## src/rtl/ula_pkg.sv

```systemverilog
// ula_pkg: shared constants and types for the ULA result-mux sequencer.
//   DATA_W          width of the ULA result bus
//   OP_SEL0..7      3-bit opcodes, one per mux input
//   state_t         sequencer FSM states (IDLE, SETTLE, HOLD)
//   SETTLE_CYC_DEF  default settle time in cycles
package ula_pkg;

    localparam int DATA_W = 4;

    localparam logic [2:0] OP_SEL0 = 3'd0;
    localparam logic [2:0] OP_SEL1 = 3'd1;
    localparam logic [2:0] OP_SEL2 = 3'd2;
    localparam logic [2:0] OP_SEL3 = 3'd3;
    localparam logic [2:0] OP_SEL4 = 3'd4;
    localparam logic [2:0] OP_SEL5 = 3'd5;
    localparam logic [2:0] OP_SEL6 = 3'd6;
    localparam logic [2:0] OP_SEL7 = 3'd7;

    typedef enum logic [1:0] {
        IDLE   = 2'd0,
        SETTLE = 2'd1,
        HOLD   = 2'd2
    } state_t;

    localparam int SETTLE_CYC_DEF = 1;

endpackage

```

## src/rtl/ula_flags_4b.sv

```systemverilog
// ula_flags_4b: combinational zero / negative flags of a 4-bit value.
// Ports:
//   val   in  4  value to inspect
//   zero  out 1  val == 0
//   neg   out 1  val[3] (two's-complement sign)
module ula_flags_4b
    import ula_pkg::*;
(
    input  logic [DATA_W-1:0] val,
    output logic              zero,
    output logic              neg
);

    assign zero = (val == '0);
    assign neg  = val[DATA_W-1];

endmodule

```

## src/rtl/ula_seq_4b.sv

```systemverilog
// ula_seq_4b: sequencer in front of the 4-bit 8:1 ULA result mux.
// Accepts one opcode per cmd handshake, drives and holds the mux selects,
// waits SETTLE_CYC cycles, captures mux_f with zero/negative flags and
// offers it on the res handshake.
// Parameters: SETTLE_CYC (1..15) settle cycles, CNT_W op counter width.
// Optional build macro: ULA_SEQ_ACC_EN adds a 4-bit accumulator; when
// undefined cmd_acc is ignored and acc reads 0.
// Ports:
//   clk, rst_n                    clock, synchronous active-low reset
//   cmd_valid/cmd_ready           command handshake
//   cmd_op[2:0], cmd_acc          opcode, accumulate request
//   mux_s0..mux_s2                registered mux selects
//   mux_f[3:0]                    mux result
//   res_valid/res_ready           result handshake
//   res_data[3:0], res_zero, res_neg  captured result and flags
//   acc[3:0]                      accumulator
//   op_cnt[CNT_W-1:0]             completed results, wrapping
module ula_seq_4b
    import ula_pkg::*;
#(
    parameter int SETTLE_CYC = SETTLE_CYC_DEF,
    parameter int CNT_W      = 8
) (
    input  logic             clk,
    input  logic             rst_n,
    input  logic             cmd_valid,
    output logic             cmd_ready,
    input  logic [2:0]       cmd_op,
    input  logic             cmd_acc,
    output logic             mux_s0,
    output logic             mux_s1,
    output logic             mux_s2,
    input  logic [3:0]       mux_f,
    output logic             res_valid,
    input  logic             res_ready,
    output logic [3:0]       res_data,
    output logic             res_zero,
    output logic             res_neg,
    output logic [3:0]       acc,
    output logic [CNT_W-1:0] op_cnt
);

    localparam logic [3:0] SETTLE_LAST = 4'(SETTLE_CYC - 1);

    state_t            state_reg;
    logic [3:0]        settle_cnt_reg;
    logic [2:0]        mux_sel_reg;
    logic              res_valid_reg;
    logic [3:0]        res_data_reg;
    logic              res_zero_reg;
    logic              res_neg_reg;
    logic [CNT_W-1:0]  op_cnt_reg;

    logic [3:0]        cap_val;
    logic              cap_zero;
    logic              cap_neg;
    logic              capture;

    // The capture edge is the last SETTLE cycle; mux_f is only looked at here.
    assign capture = (state_reg == SETTLE) && (settle_cnt_reg == SETTLE_LAST);

`ifdef ULA_SEQ_ACC_EN
    logic [3:0] acc_reg;
    logic       acc_latch_reg;
    logic [3:0] acc_sum;

    assign acc_sum = acc_reg + mux_f;   // 4-bit add wraps modulo 16
    assign cap_val = acc_latch_reg ? acc_sum : mux_f;
    assign acc     = acc_reg;

    always_ff @(posedge clk) begin
        if (!rst_n) begin
            acc_reg       <= '0;
            acc_latch_reg <= 1'b0;
        end else begin
            if (state_reg == IDLE && cmd_valid)
                acc_latch_reg <= cmd_acc;
            if (capture && acc_latch_reg)
                acc_reg <= acc_sum;
        end
    end
`else
    logic cmd_acc_unused;

    assign cmd_acc_unused = cmd_acc;
    assign cap_val        = mux_f;
    assign acc            = '0;
`endif

    ula_flags_4b u_flags (
        .val  (cap_val),
        .zero (cap_zero),
        .neg  (cap_neg)
    );

    always_ff @(posedge clk) begin
        if (!rst_n) begin
            state_reg      <= IDLE;
            settle_cnt_reg <= '0;
            mux_sel_reg    <= '0;
            res_valid_reg  <= 1'b0;
            res_data_reg   <= '0;
            res_zero_reg   <= 1'b0;
            res_neg_reg    <= 1'b0;
            op_cnt_reg     <= '0;
        end else begin
            case (state_reg)
                IDLE: begin
                    if (cmd_valid) begin
                        mux_sel_reg    <= cmd_op;
                        settle_cnt_reg <= '0;
                        state_reg      <= SETTLE;
                    end
                end
                SETTLE: begin
                    settle_cnt_reg <= settle_cnt_reg + 4'd1;
                    if (capture) begin
                        res_data_reg  <= cap_val;
                        res_zero_reg  <= cap_zero;
                        res_neg_reg   <= cap_neg;
                        res_valid_reg <= 1'b1;
                        op_cnt_reg    <= op_cnt_reg + 1'b1;
                        state_reg     <= HOLD;
                    end
                end
                HOLD: begin
                    if (res_ready) begin
                        res_valid_reg <= 1'b0;
                        state_reg     <= IDLE;
                    end
                end
                default: state_reg <= IDLE;
            endcase
        end
    end

    // Gated by rst_n so no command appears accepted while reset is held.
    assign cmd_ready = (state_reg == IDLE) && rst_n;
    assign mux_s0    = mux_sel_reg[0];
    assign mux_s1    = mux_sel_reg[1];
    assign mux_s2    = mux_sel_reg[2];
    assign res_valid = res_valid_reg;
    assign res_data  = res_data_reg;
    assign res_zero  = res_zero_reg;
    assign res_neg   = res_neg_reg;
    assign op_cnt    = op_cnt_reg;

endmodule

```

## config.mk

```make
export PLATFORM = sky130hd
export DESIGN_NAME = ula_seq_4b
export DESIGN_NICKNAME = d
export VERILOG_FILES = /design/src/rtl/ula_pkg.sv /design/src/rtl/ula_flags_4b.sv /design/src/rtl/ula_seq_4b.sv
export SDC_FILE = /design/constraint.sdc
export NUM_CORES = 1
export LEC_CHECK = 0
export CORE_ASPECT_RATIO = 0.7
export CORE_MARGIN = 4
export CORE_UTILIZATION = 30
export DETAILED_ROUTE_END_ITERATION = 12
export PLACE_DENSITY = 0.6
export SLEW_MARGIN = 10
export SYNTH_ARGS = -nofsm -noshare
export SYNTH_HDL_FRONTEND = slang
export SYNTH_SLANG_ARGS = --single-unit
export TNS_END_PERCENT = 30
```

## constraint.sdc

```tcl
create_clock -name clk -period 1.6 [get_ports clk]
set_input_delay 0.4 -clock clk [delete_from_list [all_inputs] [get_ports clk]]
set_output_delay 0.4 -clock clk [all_outputs]
set_load 0.03 [all_outputs]
```

==> qor.txt <==
Initial DRC Count: 27
Hold Path Depth: 2
Max VDD drop: 380 uV
Avg WL per Cell: 12.1 microns
IO buf count: 29
WP data required: 1.76 ns
YS warnings: 0
Max Fclk: 658 MHz
GRT Max-Usage Layer: met2
DP Wirelength: 2030 microns
Total GRT Usage: 11.9%
Clock Latency Late Sink: 0.26 ns
Fraction of layout cells with a size suffix above 1: 19.8%
# clock sinks: 23
Leakage: 0.000649 uW
Final core area utilization: 47.2%
Total CTS buffers: 3
Setup CP Type: flop to flop
Max reg flops: 8
CTS Buffer Depth: 2
TritonCTS clock tree: built
Die height: 58.2 microns
CP Capture Type: flop
Nets@finish: 183
Maximum fanout along the worst path: 3
Worst-path clk slew: 0.08 ns
Initial core utilization: 32.7%
ANT cells: 0
Root buffer cell: clkbuf_8
H-tree depth reported by CTS: 1
Largest net degree at the start of global routing: 13
First-pass GRT wire length: 4380 microns
IO Count: 35
Synth Cell Area: 1080 sq um
HP Class: flop to flop
DRC viols: 0
Final setup margin: 0.0802 ns
Final hold vios: 0
Setup slack, reg-to-reg: 0.08 ns
Row count: 17
Switching pwr: 384 uW
Tmin final: 1.52 ns
Met3 Resource Use GR: 4.50%
Worst hold start: res_data[1]
Final setup fails: 0
Fill cells: 352
Setup Skew: 0.00265 ns
Crit path launch type: flop
PwrDens: 837 nW/um^2
Gp weighted congestion: 0.787
Cells after Synth: 126
Sw Ratio: 29.5%
DIE AREA: 4630 sq um
Internal: 918 uW
Pre-CTS setup slack: -0.0141 ns
Vias in the first global route: 958
Distinct cells, synth: 29
Worst reg2reg path depth: 6
Status: completed
Tcrit/Tclk final: 95.0%
DRT Pass-1 Iters: 4
Vias per cell: 4.86
Critical path arrival: 1.68 ns
Gate power share: 24.2%
Post-DRT Antenna Nets: 0
Grt met1 use: 15.6%
Register bit total from synthesis: 23
Sequential fraction of the synthesis area: 42.7%
Clock share of power: 27.7%
Syn Area/Cell: 8.56 sq um
Seq pwr share: 48.2%
Core ar.: 3300 sq um
Die width: 79.7 microns
Reg2reg start: settle_cnt_reg[0]
Antenna violations before repair: 0
Crit path launch: settle_cnt_reg[0]
Final Max Tran Viols: 0
Met2 usage: 19.0%
Remaining Overflow, GRT: 0
Area growth from synthesis to layout: 44.2%
Hold_buf cts: 0
Max Cap Viol: 0
Via count: 1041
Drt total wl: 2600 microns
==> area by class of cell <==
class	instances	area (sq um)	area share (%)
multi-input combinational	90	588	37.8
clock buffer	4	45.0	2.90
sequential	23	464	29.8
tap	47	58.8	3.78
inverter	6	22.5	1.45
timing repair buffer	44	377	24.2
==> Yosys cell counts <==
cell	count	area share (%)
o31ai_1	4	2.8
nand2_1	4	1.4
buf_4	5	3.5
a32oi_1	1	0.81
dfxtp_1	23	43
nor2b_1	1	0.58
or3b_4	1	1.0
nor4_1	1	0.58
clkbuf_1	5	1.7
nor3b_1	4	2.8
nand4bb_1	2	2.1
inv_1	5	1.7
nand3_1	8	3.7
mux2i_1	4	3.7
nand4_1	2	1.2
nand3b_1	1	0.70
or3_1	2	1.2
or3_2	1	0.70
o21bai_1	1	0.70
and4bb_2	1	1.2
clkinv_1	1	0.35
conb_1	1	0.35
or4_1	4	2.8
nand4b_1	1	0.81
ha_1	3	3.5
o21ai_0	13	6.0
nor2_1	9	3.1
a21oi_1	17	7.9
nor3_1	1	0.46
==> routing by layer <==
metal  wire length [microns]  up-vias  share of wire [%]
met5                       0        -                  0
met4                      12        0               0.46
met3                     159        2                6.1
met2                    1180       28                 45
met1                    1240      476                 48
li1                        -      535                  -
==> layout by cell type, fill, tap and decap left out, drive strengths merged, types with 3 or more instances in the layout <==
| cell | n |
|---|---|
| ha | 3 |
| inv | 5 |
| mux2i | 4 |
| clkbuf | 4 |
| or4 | 4 |
| conb | 4 |
| o31ai | 4 |
| o21ai | 13 |
| buf | 16 |
| clkdlybuf4s50 | 9 |
| nor2 | 9 |
| or3 | 3 |
| nand3 | 8 |
| dfxtp | 23 |
| dlygate4sd2 | 19 |
| nand2 | 4 |
| nor3b | 4 |
| a21oi | 17 |
==> stage by stage <==
stage	cells	setup TNS, ns	total power (uW)	hold WS, ns	area [sq um]
after floorplan	129	0	827	0.493	1090
after global placement	208	-0.0182	955	0.462	1480
after detailed placement	208	-0.0241	959	0.469	1480
after CTS	212	-0.0635	1300	0.479	1500
after global routing	214	-0.000841	1370	0.501	1560
final	214	0	1300	0.477	1560
==> critical path: stages (launching register included) <==
cell,delay (ns)
dfxtp_2,0.33
inv_2,0.06
ha_4,0.14
or3b_4,0.39
buf_4,0.15
o31ai_2,0.27
a21oi_2,0.08
==> power groups by stage <==
stage	Sequential [uW]	Clock [uW]	Combinational, uW
global route	633	395	346
CTS	626	376	302
floorplan	683	0	144
detailed placement	641	0	318
global placement	639	0	316
finish	627	360	315
==> path summary, 6_finish.rpt <==
kind	end
max	op_cnt[6]
min	res_data[1]
max reg2reg	op_cnt[6]
min reg2reg	res_data[1]
==> what timing repair did <==
item                                    in CTS  in global routing
gates resized for setup                     19                 11
pin swaps                                    0                  2
buffers inserted                             0                  2
endpoints found under the setup margin      22                  5
==> cells by family after synthesis <==
kind of cell	synth area share [%]
adder cells (fa/ha/maj)	3.48
AO/OA/AOI/OAI	18.2
buffers and inverters	7.31
AND/OR/NAND/NOR	24.2
other	0.348
multiplexers	3.71
flip-flops	42.7
Power figures use the tool's default switching activity.
==> RTL edit 1: new RTL, same flow settings <==
Set the parameter `CNT_W` to 10 (it was 8).
--- a/src/rtl/ula_seq_4b.sv
+++ b/src/rtl/ula_seq_4b.sv
@@ -21,3 +21,3 @@
     parameter int SETTLE_CYC = SETTLE_CYC_DEF,
-    parameter int CNT_W      = 8
+    parameter int CNT_W      = 10
 ) (
Interface: changed (resized op_cnt); port bits go from 35 to 37. No check against the original RTL was run, so the function may have changed too.
==> RTL edit 1 against the unedited design <==
- the flow now finishes with violations (negative setup slack)
- worst hold slack worse by 15 ps
- synthesized cell count is 12% higher
- utilization is 0.067 points higher
- design area is 12% higher
- via count is 8.5% higher
- sequential power is 8.1% higher
- sequential cell count is 2 higher
- setup slack worse by 120 ps
- clock power is 3% higher
- count of clock-buffer cells in the layout is 1 lower
- total power is 4.6% higher
- wire length is 12% higher
- synthesized area is 11% higher
- critical path type unchanged
- highest routed layer unchanged
==> RTL edit 1: results (changes against the unedited design) <==
* Fraction of met3 tracks used by global routing: 0.03121 (-0.01382)
- Cell types with the highest counts after synthesis: 25 x dfxtp_1, 13 x a21oi_1, 12 x nand2_1
- The min-delay analysis places its worst path in the category input pin to flop.
- Worst reg2reg path depth: 5 (-1)
* Share of synthesized area spent on multiplexers: 0.08359 (+0.04647)
* Number of DRC violations after detailed-routing iteration 0: 56 (+110%)
* Pin count of the biggest net entering global routing: 16 (+3)
* Mean instance size in the synthesized netlist: 8.492 sq um (-0.79%)
* Maximum vdd drop: 0.4939 mV (+30%)
- The total number of vias was 1130 (+8.5%).
- The slack of the critical path is -43.64 ps (-123.8 ps).
- The standard cell area after detailed placement is 0.001669 sq mm (+13%).
- The worst path arrival time came to 1850 ps (+170 ps).
- Leakage power total: 0.7380 nW (+14%)
* Count of cells along the worst hold path: 3 (+1)
- The checks that failed: negative setup slack.
* Pre-CTS WS: -90.25 ps (-76.13 ps)
- Met1 global-route usage: 0.1552 (-0.0007101)
- The aggregate global-route resource usage came to 0.1186 (-0.0008385).
* Number of gates resized after cts: 21 (+2)
- For hold timing, the worst endpoint is state_reg[0]$_SDFFE_PN0P_.
- Fraction of layout cells with a size suffix above 1: 0.1882 (-0.009433)
* Endpoints failing setup: 2 (+2)
- Flip-flop count of the largest register, all copies and words added: 10 (+2)
* Hold_sp: rst_n
* Fraction of the yosys area taken by sequential cells: 0.4180 (-0.008941)
* Wire length of the first global-routing pass: 4.933 mm (+13%)
* Dpl cells: 232 (+12%)
* Detailed Place HPWL: 2.224 mm (+9.7%)
- Number of port buffers: 31 (+6.9%)
* Worst reg2reg endpoint: op_cnt[4]$_SDFFE_PN0P_
* Status: finished with violations
## RTL edit 1: changes by cell type in the layout (fill, tap and decap cells not counted), sizes merged, moves of 2 or more
cell,unedited run,this run
dfxtp,23,25
nand2b,0,4
a21oi,17,13
nand2,4,12
nor3,1,3
o21ai,13,10
buf,16,19
nor4,1,3
nand3,8,10
mux2i,4,10
nor3b,4,2
or4,4,2
## RTL edit 1: stage by stage
| stage | TNS (ps) | hold WS, ps |
|---|---|---|
| after floorplan | 0 | 493.8 |
| after global placement | -83.69 | 455.8 |
| after detailed placement | -286.2 | 465.3 |
| after CTS | -188.1 | 476.6 |
| after global routing | -241.7 | 468.5 |
| final | -83.44 | 462.5 |
## RTL edit 1: layout make-up
type | instances | area (sq um)
fill | 376 | 1937
multi-input combinational | 101 | 661.9
sequential | 25 | 504.2
timing repair buffer | 49 | 432.9
tap | 50 | 62.56
clock buffer | 3 | 41.29
inverter | 7 | 26.28
clock inverter | 1 | 5.005
## RTL edit 1: logic make-up (layout without fill, tap and decap cells)
group | after synthesis | in the layout
AO/OA/AOI/OAI | 28 | 28
adder cells (fa/ha/maj) | 3 | 3
buffers and inverters | 18 | 60
flip-flops | 25 | 25
multiplexers | 10 | 10
other | 1 | 4
AND/OR/NAND/NOR | 56 | 56
## RTL edit 1: routing by layer
layer / wire length, um / share of wire / vias up
met4: 19 / 0.0065 / 0
li1: - / - / 575
met1: 1455 / 0.50 / 533
met2: 1340 / 0.46 / 20
met5: 0 / 0 / -
met3: 104 / 0.036 / 2
## RTL edit 1: critical path: cells and delay by family (launching register included)
| family | cells | cell delay [ps] |
|---|---|---|
| buffers and inverters | 1 | 60 |
| AND/OR/NAND/NOR | 2 | 890 |
| AO/OA/AOI/OAI | 1 | 130 |
| flip-flops | 1 | 330 |
| adder cells (fa/ha/maj) | 1 | 180 |
## RTL edit 1: report_power, final
group | total [mW] | switching, mW | internal (mW)
Combinational | 0.315 | 0.181 | 0.134
Sequential | 0.678 | 0.0251 | 0.653
Clock | 0.369 | 0.195 | 0.174
Total | 1.36 | 0.401 | 0.961
## RTL edit 1: worst max-delay path by stage
| stage | from | cells after the start | end | slack (ps) |
|---|---|---|---|---|
| final | settle_cnt_reg[0]$_SDFFE_PN0P_ | 5 | op_cnt[4]$_SDFFE_PN0P_ | -40 |
| after CTS | rst_n | 4 | cmd_ready | -90 |
| after global routing | settle_cnt_reg[0]$_SDFFE_PN0P_ | 5 | op_cnt[4]$_SDFFE_PN0P_ | -90 |
| after detailed placement | rst_n | 4 | cmd_ready | -90 |
| after global placement | rst_n | 4 | cmd_ready | -70 |
| after floorplan | settle_cnt_reg[1]$_SDFFE_PN0P_ | 5 | op_cnt[4]$_SDFFE_PN0P_ | 10 |
==> RTL edit 2: new RTL, config.mk and constraints unchanged <==
Without the edit above. Re-encode `state_t` (3 states) as one-hot, 3 bits wide.
--- a/src/rtl/ula_pkg.sv
+++ b/src/rtl/ula_pkg.sv
@@ -18,6 +18,6 @@
 
-    typedef enum logic [1:0] {
-        IDLE   = 2'd0,
-        SETTLE = 2'd1,
-        HOLD   = 2'd2
+    typedef enum logic [2:0] {
+        IDLE   = 3'b001,
+        SETTLE = 3'b010,
+        HOLD   = 3'b100
     } state_t;
Check against the original RTL: same outputs for any inputs over 10 cycles, from zero or initial values and one cycle with rst_n low; not proved beyond that.
==> RTL edit 2 against the unedited design <==
- setup slack lost 18 ps
- synthesized area increased by 4.3%
- clock skew up 1.9 ps
- non-clock buffer count grew 10
- wire length rose by 15%
- total power is 2.3% higher
- design area grew 10%
- largest power group unchanged
- sequential cell count is 1 higher
==> RTL edit 2: results (changes against the unedited design) <==
- The flow ran to the end, and the final reports show no timing, DRC or antenna violations.
- Cell types with the highest counts after synthesis: 24 x dfxtp_1, 16 x a21oi_1, 10 x nand3_1
- Worst-path maximum fanout: 10 (+7)
* Final #Nets: 195 (+6.6%)
- Final Total Pwr: 1.332 mW (+2.3%)
- Multi-In Gates: 92 (+2.2%)
- The static leakage came to 0.7064 nW (+8.9%).
- Detailed Place HPWL: 2.139 mm (+5.5%)
* Placer congestion estimate: 0.7836 (-0.37%)
- Detail Route met3 WL: 172 um (+8.2%)
* Slowest Stage Delay on Critical Path: 370 ps (-20 ps)
- Maximum vdd drop: 0.5395 mV (+42%)
- Data arrival at the endpoint of the critical path: 1750 ps (+70 ps)
* Number of DRC violations after detailed-routing iteration 0: 43 (+59%)
- The length of routed wiring on met1 came to 1.457 mm (+17%).
* Wire length after detailed routing: 2.988 mm (+15%)
* Pin count of the biggest net entering global routing: 18 (+5)
- Number of distinct library cells after synthesis: 30 (+3.4%)
* Non-clock buffering overhead: 0.2663 (+0.02412)
- Reported combinational group power: 0.174 mW (-45%)
* Via density per instance: 4.934 (+1.4%)
- The worst clock skew on the final layout was 4.578 ps (+1.929 ps).
- Wire length of the first global-routing pass: 4.636 mm (+5.8%)
* Layout inverter count without the clock tree: 5 (-1)
* Worst R2R Setup Slack: 60 ps (-20 ps)
* Routed length on met2: 1.347 mm (+14%)
- Met1 global-route usage: 0.1611 (+0.005212)
- The aggregate global-route resource usage came to 0.1216 (+0.002182).
- Routing usage on met2: 0.1977 (+0.007411)
* Clock network power share: 0.405 (+0.128)
* ClkCell Share: 0.04170 (+0.01273)
- Hold_sp: op_cnt[7]$_SDFFE_PN0P_
* Fraction of the yosys area taken by sequential cells: 0.4271 (about the same)
- Area of the multi-input gates: 616.8 sq um (+4.9%)
- Switching power: 0.3090 mW (-19%)
- Worst hold endpoint: op_cnt[7]$_SDFFE_PN0P_
- Fraction of met3 tracks used by global routing: 0.03799 (-0.007037)
* Total of plain and repair buffers excluding clock buffers: 54 (+23%)
- Worst reg2reg endpoint: op_cnt[0]$_SDFFE_PN0P_
- By area the synthesized netlist is led by dfxtp_1 43%, a21oi_1 7.1%, mux2i_1 4.4%.
* Fraction of standard cell area that is sequential: 0.2838 (-0.01464)
* Vias in the first global route: 1064 (+11%)
-- RTL edit 2: cell count changes in the layout (fill, tap and decap cells not counted), sizes merged, moves of 2 or more --
cell and change:
nand3 +2, nand2b +3, or3b +2, buf +10, nor2 -4, nor4 +3
o21ai -4
-- RTL edit 2: kinds of logic after synthesis --
group	after synthesis	synth area share
DFF	24	0.4271
AOI/OAI and AO/OA	33	0.1657
and+or+nand+nor	46	0.2447
other	1	0.003334
buffers and inverters	17	0.08119
adders and majority gates	3	0.03337
muxes	5	0.04450
-- RTL edit 2: what timing repair did --
action,in CTS,in global routing
endpoints found under the setup margin,24,13
cloned,0,1
buffers inserted,0,5
gates resized for setup,20,13
hold endpoints to repair,0,0
pin swaps,1,4
-- RTL edit 2: stage by stage --
| stage | instance area [sq um] | setup WS (ps) | std cells |
|---|---|---|---|
| after detailed placement | 1569 | -77.84 | 219 |
| after global placement | 1569 | -75.89 | 219 |
| after CTS | 1622 | -90.72 | 223 |
| final | 1710 | 61.99 | 229 |
| after floorplan | 1141 | -53.65 | 132 |
| after global routing | 1710 | -0.6847 | 229 |
-- RTL edit 2: worst max-delay path by stage --
stage	startpoint	end	slack [ps]	cells past startpoint
after global placement	rst_n	cmd_ready	-80	4
final	settle_cnt_reg[0]$_SDFFE_PN0P_	op_cnt[0]$_SDFFE_PN0P_	60	6
after floorplan	settle_cnt_reg[0]$_SDFFE_PN0P_	op_cnt[0]$_SDFFE_PN0P_	-50	6
after global routing	settle_cnt_reg[0]$_SDFFE_PN0P_	op_cnt[0]$_SDFFE_PN0P_	-0.7	6
after CTS	settle_cnt_reg[0]$_SDFFE_PN0P_	op_cnt[0]$_SDFFE_PN0P_	-90	6
after detailed placement	cmd_valid	settle_cnt_reg[1]$_SDFFE_PN0P_	-80	4
